`config.mk`:
```
export PLATFORM = sky130hd
export DESIGN_NAME = lsu_mc
export DESIGN_NICKNAME = d
export VERILOG_FILES = /design/src/rtl/lsu_mc.sv
export SDC_FILE = /design/constraint.sdc
export NUM_CORES = 1
export LEC_CHECK = 0
export ABC_CLOCK_PERIOD_IN_PS = 5200
export CAP_MARGIN = 20
export CORE_AREA = 2 2 242 244
export DETAILED_ROUTE_END_ITERATION = 8
export DIE_AREA = 0 0 244 246
export GPL_TIMING_DRIVEN = 0
export SLEW_MARGIN = 20
export SYNTH_ARGS = -nofsm -noshare
export SYNTH_HDL_FRONTEND = slang
export SYNTH_SLANG_ARGS = --single-unit
```
`constraint.sdc`:
```
create_clock -name clk -period 5.2 [get_ports clk]
set_input_delay 0.52 -clock clk [delete_from_list [all_inputs] [get_ports clk]]
set_output_delay 0.52 -clock clk [all_outputs]
set_load 0.01 [all_outputs]
```
`src/rtl/lsu_mc.sv`:
```
// ============================================================================
// Module      : lsu_mc
// Description : Multi-cycle load/store unit with an aligned, byte-strobed
//               memory bus, load extension and misalign/fault exceptions.
// Revision    : 1.0 - initial release
// ============================================================================
`default_nettype none

module lsu_mc #(
    parameter int DATA_WIDTH   = 64,
    parameter int ADDR_WIDTH   = 64,
    parameter int ADROFF_WIDTH = 12,
    parameter int RD_WIDTH     = 5
) (
    input  logic                    clk,
    input  logic                    rst,
    input  logic                    req_valid_i,
    output logic                    req_ready_o,
    input  logic [ADDR_WIDTH-1:0]   req_base_i,
    input  logic [ADROFF_WIDTH-1:0] req_off_i,
    input  logic [DATA_WIDTH-1:0]   req_st_dat_i,
    input  logic [1:0]              req_wdth_i,
    input  logic                    req_ls_i,
    input  logic                    req_signed_i,
    input  logic [RD_WIDTH-1:0]     req_rd_i,
    output logic                    mem_req_valid_o,
    input  logic                    mem_req_ready_i,
    output logic [ADDR_WIDTH-1:0]   mem_addr_o,
    output logic                    mem_we_o,
    output logic [DATA_WIDTH-1:0]   mem_wdata_o,
    output logic [DATA_WIDTH/8-1:0] mem_wstrb_o,
    input  logic                    mem_rsp_valid_i,
    input  logic                    mem_rsp_err_i,
    input  logic [DATA_WIDTH-1:0]   mem_rdata_i,
    output logic                    wb_valid_o,
    output logic [RD_WIDTH-1:0]     wb_rd_o,
    output logic [DATA_WIDTH-1:0]   wb_dat_o,
    output logic                    st_done_o,
    output logic                    exc_valid_o,
    output logic [2:0]              exc_cause_o,
    output logic [ADDR_WIDTH-1:0]   exc_addr_o,
    output logic                    busy_o
);

    localparam int STRB      = DATA_WIDTH / 8;
    localparam int L         = $clog2(STRB);
    localparam bit DWORD_OK  = (DATA_WIDTH == 64);

    typedef enum logic [2:0] {
        S_IDLE = 3'd0,
        S_REQ  = 3'd1,
        S_WAIT = 3'd2,
        S_DONE = 3'd3,
        S_EXC  = 3'd4
    } state_t;

    state_t state_q, state_d;

    logic [ADDR_WIDTH-1:0] ea_q;
    logic [L-1:0]          lane_q;
    logic [1:0]            wdth_q;
    logic                  is_st_q;
    logic                  signed_q;
    logic [RD_WIDTH-1:0]   rd_q;
    logic                  err_q;
    logic [ADDR_WIDTH-1:0] mem_addr_q;
    logic                  mem_we_q;
    logic [DATA_WIDTH-1:0] mem_wdata_q;
    logic [STRB-1:0]       mem_wstrb_q;
    logic [DATA_WIDTH-1:0] wb_dat_q;
    logic [RD_WIDTH-1:0]   wb_rd_q;
    logic [ADDR_WIDTH-1:0] exc_addr_q;
    logic [2:0]            exc_cause_q;

    // Request-side decode
    logic [ADDR_WIDTH-1:0] w_ea;
    logic [L-1:0]          w_lane;
    logic [STRB-1:0]       w_mask;
    logic                  w_misal;
    logic                  w_illegal;
    logic                  w_accept;

    assign w_ea      = req_base_i + {{(ADDR_WIDTH-ADROFF_WIDTH){req_off_i[ADROFF_WIDTH-1]}}, req_off_i};
    assign w_lane    = w_ea[L-1:0];
    assign w_illegal = (req_wdth_i == 2'd3) && !DWORD_OK;
    assign w_accept  = req_valid_i && (state_q == S_IDLE);

    always_comb begin
        w_mask  = STRB'(8'h01);
        w_misal = 1'b0;
        case (req_wdth_i)
            2'd0: begin w_mask = STRB'(8'h01); w_misal = 1'b0;          end
            2'd1: begin w_mask = STRB'(8'h03); w_misal = w_ea[0];       end
            2'd2: begin w_mask = STRB'(8'h0F); w_misal = |w_ea[1:0];    end
            default: begin w_mask = STRB'(8'hFF); w_misal = |w_ea[2:0]; end
        endcase
    end

    // Response-side extraction and extension
    logic [DATA_WIDTH-1:0] w_sh;
    logic [DATA_WIDTH-1:0] w_keep;
    logic [DATA_WIDTH-1:0] w_ext;
    logic [6:0]            w_nbits;
    logic                  w_sb;

    assign w_sh    = mem_rdata_i >> {lane_q, 3'b000};
    assign w_nbits = 7'd8 << wdth_q;
    assign w_keep  = ~({DATA_WIDTH{1'b1}} << w_nbits);

    always_comb begin
        w_sb = 1'b0;
        case (wdth_q)
            2'd0:    w_sb = w_sh[7];
            2'd1:    w_sb = w_sh[15];
            2'd2:    w_sb = w_sh[31];
            default: w_sb = 1'b0;
        endcase
    end

    // A dword fills the bus, so its keep mask is all ones and sign is moot
    assign w_ext = (signed_q && w_sb) ? (w_sh | ~w_keep) : (w_sh & w_keep);

    always_ff @(posedge clk) begin
        if (rst) begin
            state_q <= S_IDLE;
        end else begin
            state_q <= state_d;
        end
    end

    always_comb begin
        state_d = state_q;
        case (state_q)
            S_IDLE: begin
                if (w_accept) begin
                    state_d = (w_illegal || w_misal) ? S_EXC : S_REQ;
                end
            end
            S_REQ:   if (mem_req_ready_i) state_d = S_WAIT;
            S_WAIT:  if (mem_rsp_valid_i) state_d = S_DONE;
            S_DONE:  state_d = S_IDLE;
            S_EXC:   state_d = S_IDLE;
            default: state_d = S_IDLE;
        endcase
    end

    always_ff @(posedge clk) begin
        if (rst) begin
            ea_q        <= '0;
            lane_q      <= '0;
            wdth_q      <= '0;
            is_st_q     <= 1'b0;
            signed_q    <= 1'b0;
            rd_q        <= '0;
            err_q       <= 1'b0;
            mem_addr_q  <= '0;
            mem_we_q    <= 1'b0;
            mem_wdata_q <= '0;
            mem_wstrb_q <= '0;
            wb_dat_q    <= '0;
            wb_rd_q     <= '0;
            exc_addr_q  <= '0;
            exc_cause_q <= '0;
        end else begin
            if (w_accept) begin
                ea_q     <= w_ea;
                lane_q   <= w_lane;
                wdth_q   <= req_wdth_i;
                is_st_q  <= req_ls_i;
                signed_q <= req_signed_i;
                rd_q     <= req_rd_i;
                if (w_illegal || w_misal) begin
                    exc_addr_q  <= w_ea;
                    exc_cause_q <= w_illegal ? 3'd4 : (req_ls_i ? 3'd1 : 3'd0);
                end else begin
                    mem_addr_q  <= {w_ea[ADDR_WIDTH-1:L], {L{1'b0}}};
                    mem_we_q    <= req_ls_i;
                    mem_wdata_q <= req_st_dat_i << {w_lane, 3'b000};
                    mem_wstrb_q <= req_ls_i ? (w_mask << w_lane) : {STRB{1'b1}};
                end
            end
            // Responses are only honoured in WAIT; stray ones elsewhere are dropped
            if ((state_q == S_WAIT) && mem_rsp_valid_i) begin
                err_q <= mem_rsp_err_i;
                if (mem_rsp_err_i) begin
                    exc_addr_q  <= ea_q;
                    exc_cause_q <= is_st_q ? 3'd3 : 3'd2;
                end else if (!is_st_q) begin
                    wb_dat_q <= w_ext;
                    wb_rd_q  <= rd_q;
                end
            end
        end
    end

    assign req_ready_o     = (state_q == S_IDLE);
    assign busy_o          = (state_q != S_IDLE);
    assign mem_req_valid_o = (state_q == S_REQ);
    assign mem_addr_o      = mem_addr_q;
    assign mem_we_o        = mem_we_q;
    assign mem_wdata_o     = mem_wdata_q;
    assign mem_wstrb_o     = mem_wstrb_q;
    assign wb_valid_o      = (state_q == S_DONE) && !err_q && !is_st_q;
    assign st_done_o       = (state_q == S_DONE) && !err_q && is_st_q;
    assign exc_valid_o     = (state_q == S_EXC) || ((state_q == S_DONE) && err_q);
    assign wb_dat_o        = wb_dat_q;
    assign wb_rd_o         = wb_rd_q;
    assign exc_addr_o      = exc_addr_q;
    assign exc_cause_o     = exc_cause_q;

endmodule

`default_nettype wire
```
# [Yosys cells after proc, flatten, opt, wreduce, memory -nomap -nowiden]
# Index checks and enable logic that the tools add are counted.
[totals] reg_bits=350 romBits=0 n_memories=0 latchBits=0 out_inout_bits=279 input_bits=219 word_cells=79 ram_bits=0
[op_classes] multipliers=0 mux=20 n_bitwise=7 add_sub_neg=1 reduce_logical=19 order_cmp=0 eq_ne=11 n_div=0 n_shift=5
[ops] op="$mux 64" n=5
[ops] op="$not 64->64" n=2
[ops] op="$add 64x64->64" n=1
[ops] op="$and 64x64->64" n=1
[ops] op="$or 64x64->64" n=1
[ops] op="$shl 64x6->64" n=1
[ops] op="$shl 64x7->64 const A" n=1
[ops] op="$shr 64x6->64" n=1
[ops] op="$mux 3" n=8
[ops] op="$pmux 8 s3" n=1
[ops] op="$pmux 3 s3" n=1
[ops] op="$mux 8" n=1
[ops] op="$shl 8x3->8" n=1
[ops] op="$logic_and 1x1->1" n=7
[ops] op="$shl 4x2->7 const A" n=1
[ops] op="$eq 3x2->1 const B" n=2
[ops] op="$pmux 1 s3" n=2
[ops] op="$reduce_and 3->1" n=2
[ops] op="$eq 2x1->1 const B" n=2
[ops] op="$eq 2x2->1 const B" n=2
[ops] op="$logic_not 2->1" n=2
[ops] op="$ne 2x1->1 const B" n=2
[ops] op="$eq 3x1->1 const B" n=1
[ops] op="$eq 3x3->1 const B" n=1
[ops] op="other kinds (10)" n=14

# [Logic depth before layout (Yosys ltp)]
# Gate-level depths: netlist of run 1.
[depth] ltp_word=7 ltp_mapped=13 ltp_nobuf=12

# [Worst setup path after synthesis of run 1]
# No wires, ideal clock.
[synth_path] path_type="input-to-reg" from="in req_base_i[0]" to="reg mem_wstrb_q[5] (netlist: mem_wstrb_o[5])" path_buffers=4 required_ns=5.068 setup_time_ns=0.132 t_arrival_ns=2.896 setup_slack_ns=2.172 stages=10 cell_sequence="ha_1 inv_1 fa_1 clkbuf_1 buf_1 buf_1 clkbuf_1 a21oi_1 a311oi_1 nor3_1"
[synth_via] elab_chain_cells=5 word_cells_on_any_way=8 cone_classes="add/sub (1); shift (1); mux (2); bitwise (1); reduce/logical (3)"
[synth_rtl] element="start: declaration" line="19" source="input logic [ADDR_WIDTH-1:0] req_base_i,"
[synth_rtl] element="$add 64x64->64 (*)" line="83" source="assign w_ea = req_base_i + {{(ADDR_WIDTH-ADROFF_WIDTH){req_off_i[ADROFF_WIDTH-1]}}, req_off_i};"
[synth_rtl] element="$reduce_or 3->1 or $reduce_or 2->1 (tied branches)" line="95, 94"
[synth_rtl] element="$pmux 1 s3" line="91" source="case (req_wdth_i)"
[synth_rtl] element="$not 1->1 (no source line)"
[synth_rtl] element="$reduce_and 2->1 (no source line)"
[synth_rtl] element="end signal: assignment" line="179" source="mem_wstrb_q <= req_ls_i ? (w_mask << w_lane) : {STRB{1'b1}};"
[synth_rtl] element="end: declaration" line="69" source="logic [STRB-1:0] mem_wstrb_q;"
# Mark *: on every way between the ends. The rest lies on a longest branch, timed or not.
# A chain may end at the register's enable or synchronous reset.

# [Final worst setup path of run 1]
[layout_path] from="in req_base_i[4]" to="reg mem_addr_q[61] (netlist: mem_addr_o[61])"
[layout_via] elab_chain_cells=1
[layout_rtl] element="$add 64x64->64" line="83"
[layout_rtl] element="end signal: assignment" line="176" source="mem_addr_q <= {w_ea[ADDR_WIDTH-1:L], {L{1'b0}}};"
[layout_rtl] element="end: declaration" line="66" source="logic [ADDR_WIDTH-1:0] mem_addr_q;"
# No other way between the ends.

==> run_results.csv, run 1 <==
group,metric,value,unit
clock_network,h-tree-depth,2,
timing,post-route-period-util,86.53,%
timing,finalWorstPathRequiredPeriod,4.500,ns
timing,worstMarginPinSlew,1.148,ns
detailed_routing,viasPerCell,5.726,
global_route,overflow,0,
final_layout,regArea,6947,um2
yosys,avgSynthCellArea,7.673,um2
final_layout,fillers,5741,
setup_path,crit_chain,"clkdlybuf4s50_1 -> ha_1 -> a21oi_1 -> o21ai_0 -> o21ai_0 -> o221ai_2 -> a21oi_1 -> o21ai_1 -> o311ai_0 -> o21ai_0",
die,core_area,57370,um2
setup_path,cp_max_fo,5,
detailed_routing,drc_errors,0,
detailed_routing,dr.pass1.iters,5,
hold_path,min_path_type,"reg2reg",
global_route,track_usage,32.46,%
setup_path,start_kind,"primary input",
yosys,synth_edf_count,0,
timing,final-hold-violation-count,0,
timing,rsz0062_at_grt,"no",
final_layout,multi_input_area,12080,um2
detailed_routing,routed_wl,101200,um
timing,finClkSkew,0.02231,ns
setup_path,slowest_delay,1.00,ns
final_layout,final_layout_size_suffix_gt1_share,5.542,%
detailed_routing,wl_per_cell,25.67,um
final_layout,mostFrequentLayoutCells,"clkdlybuf4s50_1 (493), nand2_1 (446), dfxtp_1 (347), a21oi_1 (341), nor2_1 (251)",
setup_path,required,5.60,ns
clock_network,cts_resized,0,
status,status,"completed",
global_route,first_global_vias,21630,
clock_network,clk_pin_slew_worst_paths,0.06,ns
yosys,synth_cell_type_count,79,
yosys,synth_seq_cells,347,
clock_network,cts_buffers,42,
die,row_count,88,
power_and_ir_drop,peakVddDrop,0.2247,mV
yosys,synthArstFlopShare,0,%
clock_network,clkLatencyLatePin,0.58,ns
setup_path,slowest_stage,"o311ai_0",
timing,layout_setup_ws,0.7004,ns
setup_path,endpoint_kind,"flip-flop",
final_layout,stdcell_area,27340,um2
clock_network,cts.hold.buffers_added,0,
clock_network,clock_sinks,347,
final_layout,layout_commonest_cell,"clkdlybuf4s50_1",
place,pre_cts_slack,0.2243,ns
flow_run,cap_viol_max_count,0,
yosys,synth_area,19980,um2
power_and_ir_drop,p_per_area,327.1,nW/um2
setup_path,worstSetupPathType,"in2reg",
clock_network,cts-root-buf,"clkbuf_16",
power_and_ir_drop,cellLeakagePower,9.842,nW
global_route,grt_pass1_wl,145700,um
global_route,grt_max_degree,39,
place,hpwl,80830,um
setup_path,crit_top_cell,"o21ai_0",
yosys,seq_area_frac_synth,34.77,%
die,dieWidth,244,um
die,die_y,246,um
timing,setup_viol,0,
clock_network,cts_tree,"done",
timing,slew-limit-headroom,22.87,%
timing,maxSlewViolCount,0,
setup_path,crit_arrival,4.90,ns
global_route,antenna_found_initial,3,
yosys,syn_inst,2604,
place,finalWeightedCongestion,0.9712,
clock_network,postCtsSetupRepairBufs,0,
die,die_area,60020,um2
detailed_routing,vias,22590,
yosys,dominantRegCellSynth,"dfxtp_1",
timing,worst_hold_slack,0.4518,ns
detailed_routing,postRouteAntennaNets,0,
final_layout,area_growth,36.83,%
timing,fmax,222.2,MHz
final_layout,nets,3428,
clock_network,clk_path_buf_depth,3,
yosys,ys_warn_count,0,
die,start_util,34.83,%
place,io_buffers,494,
place,placed_area,25910,um2
detailed_routing,drt_iter0_drc,2105,
die,io_pins,498,
[stage by stage]
| stage | setup TNS, ns | utilization, % | instances | power, W |
|---|---|---|---|---|
| 5_1_grt | 0 | 47.65 | 3943 | 0.009309 |
| 4_1_cts | 0 | 47.64 | 3941 | 0.008932 |
| 3_5_place_dp | 0 | 45.16 | 3866 | 0.005855 |
| 2_1_floorplan | 0 | - | 2606 | 0.004533 |
| 6_report | 0 | 47.66 | 3945 | 0.008945 |
| 3_3_place_gp | -32.93 | 45.13 | 3865 | 0.005836 |
[metal layers]
layer  vias up  part of all wire (%)  global-route usage, %
li1      10460                     -                      -
met1     10880                    42                  42.46
met2      1062                    46                  52.75
met3       188                   7.7                  6.438
met4         0                   4.0                  12.27
met5         -                     0                      0
[area by class of cell]
| class | instances | area share [%] |
|---|---|---|
| diodes | 4 | 0.03661 |
| plain buffers | 218 | 3.139 |
| clock buffers | 57 | 4.421 |
| clock inverters | 18 | 0.7871 |
| inverters | 29 | 0.3981 |
| multi-input cells | 2012 | 44.17 |
| flip-flops and latches | 347 | 25.41 |
| well taps | 765 | 3.501 |
| repair buffers | 495 | 18.14 |
[critical path: cells and delay by family]
kind            cells  cell delay [ns]
fa+ha+maj           1             0.34
buf+inv             1             0.42
compound gates      8             3.60
[Yosys cell counts (all sizes together), types with 7 or more instances]
cell type  number  share of area [%]
dfxtp         347                 35
nand2         447                8.4
o221ai         12               0.56
o21a           11               0.41
clkbuf        181                3.4
nor2b           9               0.28
or3             9               0.28
and3            7               0.22
a21o           31                1.2
o211ai         11               0.41
a211oi         58                2.3
nand4          38                1.3
a22oi          18               0.68
nor3           71                1.8
o21ai         172                4.3
and2           10               0.31
xor2           32                1.4
a311oi         42                1.8
mux4           29                3.3
a31oi          34                1.1
and4            7               0.31
a41oi           7               0.31
mux2           28                1.6
nor2          251                4.7
ha             63                3.9
a21oi         344                8.7
nand3          69                1.7
inv            27               0.51
o31ai          11               0.53
mux2i          78                3.9
o21bai         13               0.49
buf            37               0.88
xnor2          26                1.1
o22ai          14               0.44
[worst paths after layout]
| path | start | endpoint | slack [ns] | cells after the start |
|---|---|---|---|---|
| max reg2reg | state_q[1] | ea_q[59] | 1.37 | 7 |
| max | req_base_i[4] | mem_addr_o[61] | 0.70 | 10 |
| min reg2reg | rd_q[4] | wb_rd_o[4] | 0.45 | 2 |
| min | rd_q[4] | wb_rd_o[4] | 0.45 | 2 |
[registers in the layout, summed over array words and instances, names as in the netlist]
name and cells:
exc_cause_o 3, state_q 3, mem_addr_o 61, signed_q 1, mem_wstrb_o 8, mem_we_o 1
mem_wdata_o 64, ea_q 64, rd_q 5, is_st_q 1, exc_addr_o 64, wdth_q 2
err_q 1, wb_rd_o 5, wb_dat_o 64
[report_power, final]
part / total [W] / leakage (nW) / switching (W) / internal (W)
Sequential: 0.00305 / 2.83 / 0.000157 / 0.00289
Combinational: 0.00281 / 6.32 / 0.00176 / 0.00105
Clock: 0.00309 / 0.693 / 0.00125 / 0.00183
[logic make-up after synthesis]
group	synth area share, %
other	0.01877
adders and majority gates	4.045
AOI/OAI and AO/OA	24.93
xor gates and xnor gates	2.542
buffers and inverters	4.834
DFF	34.77
muxes	8.754
and+or+nand+nor	20.11
Power figures use the tool's default switching activity.
==> run 2: changes to the inputs <==
Settings changed: ABC_AREA set to 1, CAP_MARGIN 20 to 15, CORE_AREA 2 2 242 244 to 2 2 257 259, DIE_AREA 0 0 244 246 to 0 0 259 261, DONT_BUFFER_PORTS set to 1.
==> run 2 against run 1 <==
  * Clock power shrank 5%
  * Critical path depth shrank 3
  * Register-to-register slack better by 1.0 ns
  * Via count rose by 8.1%
  * Flip-flop and latch count is the same
  * Largest power group is now combinational logic
==> run_results.csv, run 2 <==
group,metric,value,unit
clock_network,clk_path_buf_depth,3,
clock_network,clock_sinks,347,
final_layout,layout_commonest_cell,"nand2_1",
yosys,ys_warn_count,0,
timing,post-route-period-util,54.36,%
detailed_routing,postRouteAntennaNets,0,
place,pre_cts_slack,1.802,ns
final_layout,stdcell_area,24910,um2
yosys,synth_seq_cells,347,
place,hpwl,86930,um
global_route,overflow,0,
setup_path,start_kind,"flip-flop",
clock_network,h-tree-depth,2,
clock_network,cts.hold.buffers_added,0,
yosys,avgSynthCellArea,6.099,um2
yosys,synth_area_leader_cell,"dfxtp_1",
power_and_ir_drop,peakVddDrop,0.1958,mV
yosys,seq_area_frac_synth,30.89,%
clock_network,cts-root-buf,"clkbuf_16",
detailed_routing,vias,24420,
timing,totalNegativeSetupSlack,0,ns
timing,worst_hold_slack,0.06404,ns
power_and_ir_drop,p_per_area,426.7,nW/um2
timing,slew-limit-headroom,40.37,%
status,status,"completed",
clock_network,clk_pin_slew_worst_paths,0.06,ns
detailed_routing,routed_wl,108100,um
flow_run,cap_viol_max_count,0,
final_layout,final_layout_size_suffix_gt1_share,4.654,%
power_and_ir_drop,cellLeakagePower,12.51,nW
hold_path,min_path_type,"in2reg",
timing,maxSlewViolCount,0,
setup_path,endpoint_kind,"flip-flop",
die,start_util,34.57,%
die,dieWidth,259,um
die,core_area,65040,um2
detailed_routing,dr.pass1.iters,6,
final_layout,fillers,7302,
timing,finalWorstPathRequiredPeriod,2.827,ns
place,io_buffers,0,
die,die_y,261,um
setup_path,crit_arrival,3.30,ns
yosys,synth_area,22490,um2
yosys,yosysMostFrequentCell,"nand2_1",
final_layout,mostFrequentLayoutCells,"nand2_1 (1030), inv_1 (543), dfxtp_1 (347), o21ai_0 (330), a21oi_1 (312)",
timing,fmax,353.8,MHz
yosys,dominantRegCellSynth,"dfxtp_1",
clock_network,cts_resized,0,
global_route,antenna_found_initial,4,
clock_network,postCtsSetupRepairBufs,0,
setup_path,cp_max_fo,10,
yosys,synth_cell_type_count,48,
clock_network,clkLatencyLatePin,0.60,ns
final_layout,multi_input_area,12530,um2
yosys,synth_top_area_share,30.89,%
global_route,grt_max_degree,54,
detailed_routing,drc_errors,0,
global_route,track_usage,30.56,%
place,placed_area,23580,um2
final_layout,area_growth,10.79,%
clock_network,cts_tree,"done",
yosys,synth_edf_count,0,
final_layout,regArea,6947,um2
yosys,ys_top_cells_by_area,"dfxtp_1 (31%), nand2_1 (17%), inv_1 (9.1%)",
yosys,syn_inst,3687,
final_layout,nets,4015,
timing,layout_setup_ws,2.373,ns
detailed_routing,wl_per_cell,23.38,um
timing,rsz0062_at_grt,"no",
setup_path,required,5.67,ns
global_route,grt_pass1_wl,153100,um
timing,setup_viol,0,
detailed_routing,viasPerCell,5.280,
timing,final-hold-violation-count,0,
final_layout,instances_no_fill,4625,
yosys,synthArstFlopShare,0,%
detailed_routing,drt_iter0_drc,2243,
yosys,synthTopCellsByCount,"nand2_1 (1030), inv_1 (543), dfxtp_1 (347)",
clock_network,cts_buffers,41,
place,placed_cells,4553,
place,finalWeightedCongestion,1.020,
die,io_pins,498,
setup_path,worstSetupPathType,"reg2reg",
die,die_area,67600,um2
global_route,first_global_vias,22600,
timing,worstMarginPinSlew,0.8944,ns
timing,finClkSkew,0.03539,ns
die,row_count,94,
## run 2: cells by family after synthesis
| kind of cell | after synthesis | share of synthesized area, % |
|---|---|---|
| xor gates and xnor gates | 31 | 1.207 |
| AOI/OAI and AO/OA | 835 | 20.20 |
| DFF | 347 | 30.89 |
| muxes | 26 | 1.157 |
| adders and majority gates | 64 | 3.595 |
| other | 1 | 0.01668 |
| buffers and inverters | 755 | 13.41 |
| and+or+nand+nor | 1628 | 29.52 |
## run 2: worst max-delay path: stages (launching register included)
cell	delay (ns)
dfxtp_1	0.30
clkbuf_1	0.17
inv_1	0.22
clkbuf_1	0.56
clkbuf_1	0.62
o211ai_1	0.28
a21oi_1	0.40
a21oi_1	0.12
## run 2: power by group
part	total, W	switching, W	internal (W)
sequential	0.00383	0.000645	0.00319
clock	0.00293	0.00128	0.00165
combinational	0.00387	0.00274	0.00113
total	0.0106	0.00467	0.00596
## run 2: area by class of cell
cell class,instances,share of cell area (%)
clock buffers,58,4.736
flip-flops and latches,347,27.88
diodes,1,0.01004
inverters,553,8.332
multi-input cells,2587,50.30
well taps,864,4.339
clock inverters,13,0.6227
plain buffers,202,3.777
## run 2: stage by stage
step                total power [W]  util, %
global route                0.01117    38.31
finish                      0.01063    38.31
global placement           0.007657    36.25
floorplan                  0.006165        -
detailed placement         0.007652    36.25
CTS                         0.01059    38.30
## run 2: path summary, 6_finish.rpt
| kind | from | end | slack, ns | depth (start not counted) |
|---|---|---|---|---|
| worst min register to register | rd_q[1] | rd_q[1] | 0.47 | 2 |
| worst max register to register | ea_q[2] | wb_dat_o[20] | 2.37 | 7 |
| worst min-delay path | req_signed_i | signed_q | 0.06 | 2 |
| worst max-delay path | ea_q[2] | wb_dat_o[20] | 2.37 | 7 |
## run 2: layer usage
metal	track usage (%)	share of wire, %	up-vias
met5	0	0.021	-
met2	48.24	44	1134
met3	9.069	10	203
met1	39.74	42	11200
li1	-	-	11880
met4	10.34	3.9	4
